$ cat config.mk
export PLATFORM = sky130hd
export DESIGN_NAME = if_stage
export DESIGN_NICKNAME = d
export VERILOG_FILES = /design/src/rtl/cpu_pkg.sv /design/src/rtl/if_id_reg.sv /design/src/rtl/if_stage.sv
export SDC_FILE = /design/constraint.sdc
export NUM_CORES = 1
export LEC_CHECK = 0
export CAP_MARGIN = 20
export CORE_AREA = 2 2 111 113
export DETAILED_ROUTE_END_ITERATION = 7
export DIE_AREA = 0 0 113 115
export PLACE_DENSITY_LB_ADDON = 0.15
export SETUP_SLACK_MARGIN = 0.5
export SYNTH_ARGS = -nofsm -noshare
export SYNTH_HDL_FRONTEND = slang
export SYNTH_SLANG_ARGS = --single-unit
$ cat constraint.sdc
create_clock -name clk -period 2.9 [get_ports clk]
set_clock_uncertainty 0.05 [all_clocks]
set_input_delay 0.58 -clock clk [delete_from_list [all_inputs] [get_ports clk]]
set_output_delay 0.58 -clock clk [all_outputs]
set_load 0.05 [all_outputs]
$ cat src/rtl/cpu_pkg.sv
// Constants and types shared by the fetch, decode and imm_gen stages.
// The opcode field, the bubble word and the fetch FSM encoding are defined here only.
package cpu_pkg;

  localparam int unsigned XLEN = 32;

  localparam int unsigned OPC_HI = 31;
  localparam int unsigned OPC_LO = 28;
  localparam int unsigned OPC_W  = OPC_HI - OPC_LO + 1;

  localparam logic [XLEN-1:0]  NOP_WORD = 32'd0;
  localparam logic [OPC_W-1:0] OPC_HALT = 4'b1110;

  typedef enum logic [0:0] {
    FETCH = 1'b0,
    HALT  = 1'b1
  } fetch_state_e;

  function automatic logic [OPC_W-1:0] opcode_of(input logic [XLEN-1:0] inst);
    return inst[OPC_HI:OPC_LO];
  endfunction

endpackage

$ cat src/rtl/if_id_reg.sv
// IF/ID pipeline register: carries instruction, its PC and a valid bit to decode.
// Flush turns the slot into a bubble and beats hold; hold freezes all three fields.
module if_id_reg
  import cpu_pkg::*;
#(
  parameter logic [XLEN-1:0] NOP = NOP_WORD
) (
  input  logic            clk,
  input  logic            rst,
  input  logic            flush,
  input  logic            hold,
  input  logic [XLEN-1:0] d_inst,
  input  logic [XLEN-1:0] d_pc,
  output logic [XLEN-1:0] q_inst,
  output logic [XLEN-1:0] q_pc,
  output logic            q_valid
);

  logic [XLEN-1:0] inst_q, inst_d;
  logic [XLEN-1:0] pc_q, pc_d;
  logic            valid_q, valid_d;

  always_comb begin
    inst_d  = inst_q;
    pc_d    = pc_q;
    valid_d = valid_q;
    if (flush) begin
      // The PC of a bubble is meaningless, so it is left untouched.
      inst_d  = NOP;
      valid_d = 1'b0;
    end else if (!hold) begin
      inst_d  = d_inst;
      pc_d    = d_pc;
      valid_d = 1'b1;
    end
  end

  always_ff @(posedge clk) begin
    if (rst) begin
      inst_q  <= NOP;
      pc_q    <= '0;
      valid_q <= 1'b0;
    end else begin
      inst_q  <= inst_d;
      pc_q    <= pc_d;
      valid_q <= valid_d;
    end
  end

  assign q_inst  = inst_q;
  assign q_pc    = pc_q;
  assign q_valid = valid_q;

endmodule

$ cat src/rtl/if_stage.sv
// Instruction-fetch stage: program counter, fetch FSM (FETCH/HALT), accepted-instruction
// counter, and the IF/ID register feeding decode.
module if_stage
  import cpu_pkg::*;
#(
  parameter int unsigned      IMEM_AW  = 8,
  parameter logic [XLEN-1:0]  RESET_PC = 32'd0,
  parameter logic [OPC_W-1:0] HALT_OP  = OPC_HALT,
  parameter logic [XLEN-1:0]  NOP      = NOP_WORD
) (
  input  logic               clk,
  input  logic               rst,
  input  logic               stall,
  input  logic               redirect,
  input  logic [XLEN-1:0]    redirect_pc,
  output logic [IMEM_AW-1:0] imem_addr,
  input  logic [XLEN-1:0]    imem_inst,
  output logic [XLEN-1:0]    if_id_inst,
  output logic [XLEN-1:0]    if_id_pc,
  output logic               if_id_valid,
  output logic               halted,
  output logic [XLEN-1:0]    fetch_count
);

  fetch_state_e    state_q, state_d;
  logic [XLEN-1:0] pc_q, pc_d;
  logic            halted_q, halted_d;
  logic [XLEN-1:0] fetch_count_q, fetch_count_d;
  logic            ifid_flush;
  logic            ifid_hold;
  logic            is_halt_op;

  assign is_halt_op = (opcode_of(imem_inst) == HALT_OP);

  always_comb begin
    state_d       = state_q;
    pc_d          = pc_q;
    halted_d      = halted_q;
    fetch_count_d = fetch_count_q;
    ifid_flush    = 1'b0;
    ifid_hold     = 1'b0;
    case (state_q)
      FETCH: begin
        if (redirect) begin
          // Taken branch/jump: drop the wrong-path word, even if a stall is also raised.
          pc_d       = redirect_pc;
          ifid_flush = 1'b1;
        end else if (stall) begin
          ifid_hold = 1'b1;
        end else begin
          fetch_count_d = fetch_count_q + 32'd1;
          if (is_halt_op) begin
            halted_d = 1'b1;
            state_d  = HALT;
          end else begin
            pc_d = pc_q + 32'd1;
          end
        end
      end
      HALT: begin
        // Halt word already went through once; feed bubbles until a redirect revives fetch.
        ifid_flush = 1'b1;
        if (redirect) begin
          pc_d     = redirect_pc;
          halted_d = 1'b0;
          state_d  = FETCH;
        end
      end
      default: begin
        ifid_flush = 1'b1;
        state_d    = FETCH;
      end
    endcase
  end

  always_ff @(posedge clk) begin
    if (rst) begin
      state_q       <= FETCH;
      pc_q          <= RESET_PC;
      halted_q      <= 1'b0;
      fetch_count_q <= '0;
    end else begin
      state_q       <= state_d;
      pc_q          <= pc_d;
      halted_q      <= halted_d;
      fetch_count_q <= fetch_count_d;
    end
  end

  if_id_reg #(
    .NOP (NOP)
  ) u_if_id_reg (
    .clk     (clk),
    .rst     (rst),
    .flush   (ifid_flush),
    .hold    (ifid_hold),
    .d_inst  (imem_inst),
    .d_pc    (pc_q),
    .q_inst  (if_id_inst),
    .q_pc    (if_id_pc),
    .q_valid (if_id_valid)
  );

  assign imem_addr   = pc_q[IMEM_AW-1:0];
  assign halted      = halted_q;
  assign fetch_count = fetch_count_q;

endmodule

==> reports/qor.csv <==
stage,metric,value,unit
final_layout,final_common_cell,clkdlybuf4s50_1,
cts,cts_repair_resize_count,4,
cts,cts_tree,done,
cts,cts.path.max_buffers,2,
timing,worst_slew_margin_rel,45.5,%
yosys,main_combinational_cell_family_by_area_after_synthesis,simple AND/OR/NAND/NOR gates,
global_routing,antenna_found_initial,0,
timing,finalSetupTns,0,ns
final_layout,num-fill-cells,922,
die,design.core.area,0.0118,mm²
timing,final_period_minus_worst_setup_slack,2.36,ns
power,total_leakage_power,3.21,nW
timing,actual_transition_at_the_worst_max_transition_pin,0.810,ns
cts,holdBufCountCts,0,
cts,htreeDepth,4,
die,die_area,0.0130,mm²
detailed_routing,viasPerCell,5.70,
placed_design,place.detailed.hpwl,12400,µm
cts,clock_sink_count,131,
detailed_routing,drt-initial-drc-count,428,
die,initial_core_util,50.3,%
worst_setup_path,cp_top_family,buffers and inverters,
yosys,synthesis.area,0.00594,mm²
timing,finalHoldWorstSlack,0.402,ns
timing,final-setup-viol-count,0,
die,row_count,40,
yosys,ys_seq_elements,131,
final_layout,mostFrequentLayoutCells,"clkdlybuf4s50_1, dfxtp_1, nand2_1",
timing,report.final.hold_viol_count,0,
cts,cts_post_setup_buffers_inserted,0,
yosys,synth_flop_cell,dfxtp_1,
global_routing,global_route.usage.total,26.8,%
worst_setup_path,path_cells,clkdlybuf4s50_1,
power,power_density,566,mW/mm²
flow_run,maxCapViolCount,0,
worst_setup_path,timing.critical_path.arrival,1.73,ns
final_layout,multiInputGateArea,0.00305,mm²
worst_setup_path,number_of_buffers_and_inverters_on_the_critical_path,1,
die,dieWidth,113,µm
outcome,failed_checks,DRC,
detailed_routing,routed-via-count,5864,
die,die_y,115,µm
timing,setup_repair_after_global_routing_missed_its_margin,false,
detailed_routing,drt_first_pass_iters,7,
yosys,synth.yosys.warnings,0,
worst_setup_path,data_required_time_of_the_critical_path,2.27,ns
placed_design,place.port_buffers,173,
detailed_routing,routedWlPerCell,16.9,µm
final_layout,synthToLayoutAreaGrowth,41.9,%
worst_setup_path,critical-path-max-stage-delay,0.87,ns
detailed_routing,ant_nets,0,
detailed_routing,route.detailed.drc,9,
yosys,syn-num-nets,777,
die,ios,174,
yosys,synthArstFlopShare,0,%
worst_setup_path,critPathLaunchType,flip-flop,
worst_setup_path,worst_setup_path_end_kind,output pin,
yosys,synth_mux_area_share,5.92,%
worst_setup_path,critPathMaxFanout,4,
global_routing,grt_pass1_wl,28100,µm
cts,clkTransAtPathRegs,0.05,ns
final_layout,antenna-diode-count,0,
cts,cts_root_buffer,clkbuf_16,
yosys,syn-instance-count,707,
final_layout,nets_final,939,
placed_design,finalWeightedCongestion,0.900,
hold_path,timing.hold.worst.class,flip-flop to flip-flop,
yosys,syn_avg_cell_area,8.40,µm²
final_layout,ff_latch_area,0.00262,mm²
power,ir_drop,0.380,mV
yosys,synth_compound_area_share,14.7,%
timing,layout_worst_path_cycle_share,81.3,%
detailed_routing,finalWirelength,17300,µm
yosys,yosysSeqAreaShare,44.2,%
global_routing,grt_pass1_vias,5687,
worst_setup_path,worst-r2r-setup-slack,0.65,ns
final_layout,drive_gt1_share,8.50,%
yosys,synth_edf_count,0,
worst_setup_path,critical_path.slowest_cell,clkdlybuf4s50_1,
global_routing,grt_max_degree,52,
timing,maximum_clock_frequency,424,MHz
outcome,status,"complete, but fails checks",
yosys,yosys.cell_types.count,67,
worst_setup_path,timing_worst_setup_path_type,flip-flop to output pin,
yosys,yosys.area_share.simple,26.8,%
yosys,post_synth_fa_ha_maj_area_fraction,0.422,%
cts,clk_latency,0.42,ns
yosys,synthXorXnorAreaFrac,3.10,%
timing,final_max_slew_viol_count,0,
cts,cts_inserted_buffers,17,
global_routing,grt_overflow,0,
-- report_power, final --
group / internal [mW] / switching, mW
Sequential: 1.86 / 0.0710
Combinational: 0.238 / 0.334
Clock: 1.48 / 0.781
Total: 3.58 / 1.19
-- cell usage after synthesis, types with 4 or more instances --
master,number,area [µm²]
a31oi_1,5,31.3
or3_1,10,62.6
a211oi_1,4,30.0
and3_1,5,31.3
a22oi_1,5,37.5
o21ai_0,20,100
and4_1,6,52.6
nor2_1,87,327
buf_2,6,30.0
nand3b_1,4,30.0
o311ai_0,4,35.0
nor4_1,5,31.3
mux2i_1,34,340
a21oi_1,64,320
nand2_1,104,390
nand4_1,16,100
nor3_1,12,60.1
buf_1,9,33.8
buf_4,9,67.6
clkbuf_1,27,101
xnor2_1,4,35.0
a21o_1,7,52.6
dfxtp_1,131,2620
xor2_1,17,149
inv_1,14,52.6
or4_1,5,37.5
nand3_1,32,160
-- kinds of logic (layout without fill, tap and decap cells) --
| family | after synthesis | count (layout) |
|---|---|---|
| buffers and inverters | 66 | 241 |
| DFF | 131 | 131 |
| muxes | 35 | 35 |
| and+or+nand+nor | 313 | 313 |
| AOI/OAI and AO/OA | 139 | 139 |
| xor gates and xnor gates | 21 | 21 |
| adders and majority gates | 2 | 2 |
-- final cells by class --
cell class | instances | area share (%)
multi-input cells | 510 | 36.2
flip-flops and latches | 131 | 31.1
repair buffers | 195 | 22.5
clock buffers | 22 | 5.51
well taps | 147 | 2.18
clock inverters | 10 | 1.84
inverters | 14 | 0.624
-- registers in the layout, summed over array words and instances, names as in the netlist --
register	count
pc_q	32
halted	1
u_if_id_reg.q_inst	32
u_if_id_reg.q_valid	1
state_q	1
u_if_id_reg.q_pc	32
fetch_count	32
-- layer usage --
| metal | share of wire, % | GRT usage, % | wire length, µm |
|---|---|---|---|
| met5 | 0 | 0 | 0 |
| met1 | 42 | 32.9 | 7320 |
| met3 | 8.7 | 8.80 | 1510 |
| met2 | 47 | 44.5 | 8240 |
| met4 | 1.6 | 9.43 | 282 |
-- per-stage QoR --
| step | std cells | util [%] | total power, mW | worst slack (ns) | instance area [µm²] |
|---|---|---|---|---|---|
| floorplan | 707 | - | 2.30 | 0.723 | 5940 |
| global placement | 997 | 65.8 | 2.53 | 0.384 | 7780 |
| detailed placement | 997 | 65.8 | 2.54 | 0.277 | 7780 |
| CTS | 1029 | 71.0 | 4.78 | 0.502 | 8390 |
| global route | 1029 | 71.3 | 4.90 | 0.507 | 8420 |
| finish | 1029 | 71.3 | 4.76 | 0.543 | 8420 |
-- path summary, 6_finish.rpt --
check | start | depth (start not counted) | to
worst max register to register | pc_q[5] | 5 | pc_q[19]
worst min-delay path | u_if_id_reg.q_pc[13] | 2 | u_if_id_reg.q_pc[13]
worst max-delay path | fetch_count[0] | 1 | fetch_count[0]
worst min register to register | u_if_id_reg.q_pc[13] | 2 | u_if_id_reg.q_pc[13]
Power figures use the tool's default switching activity.
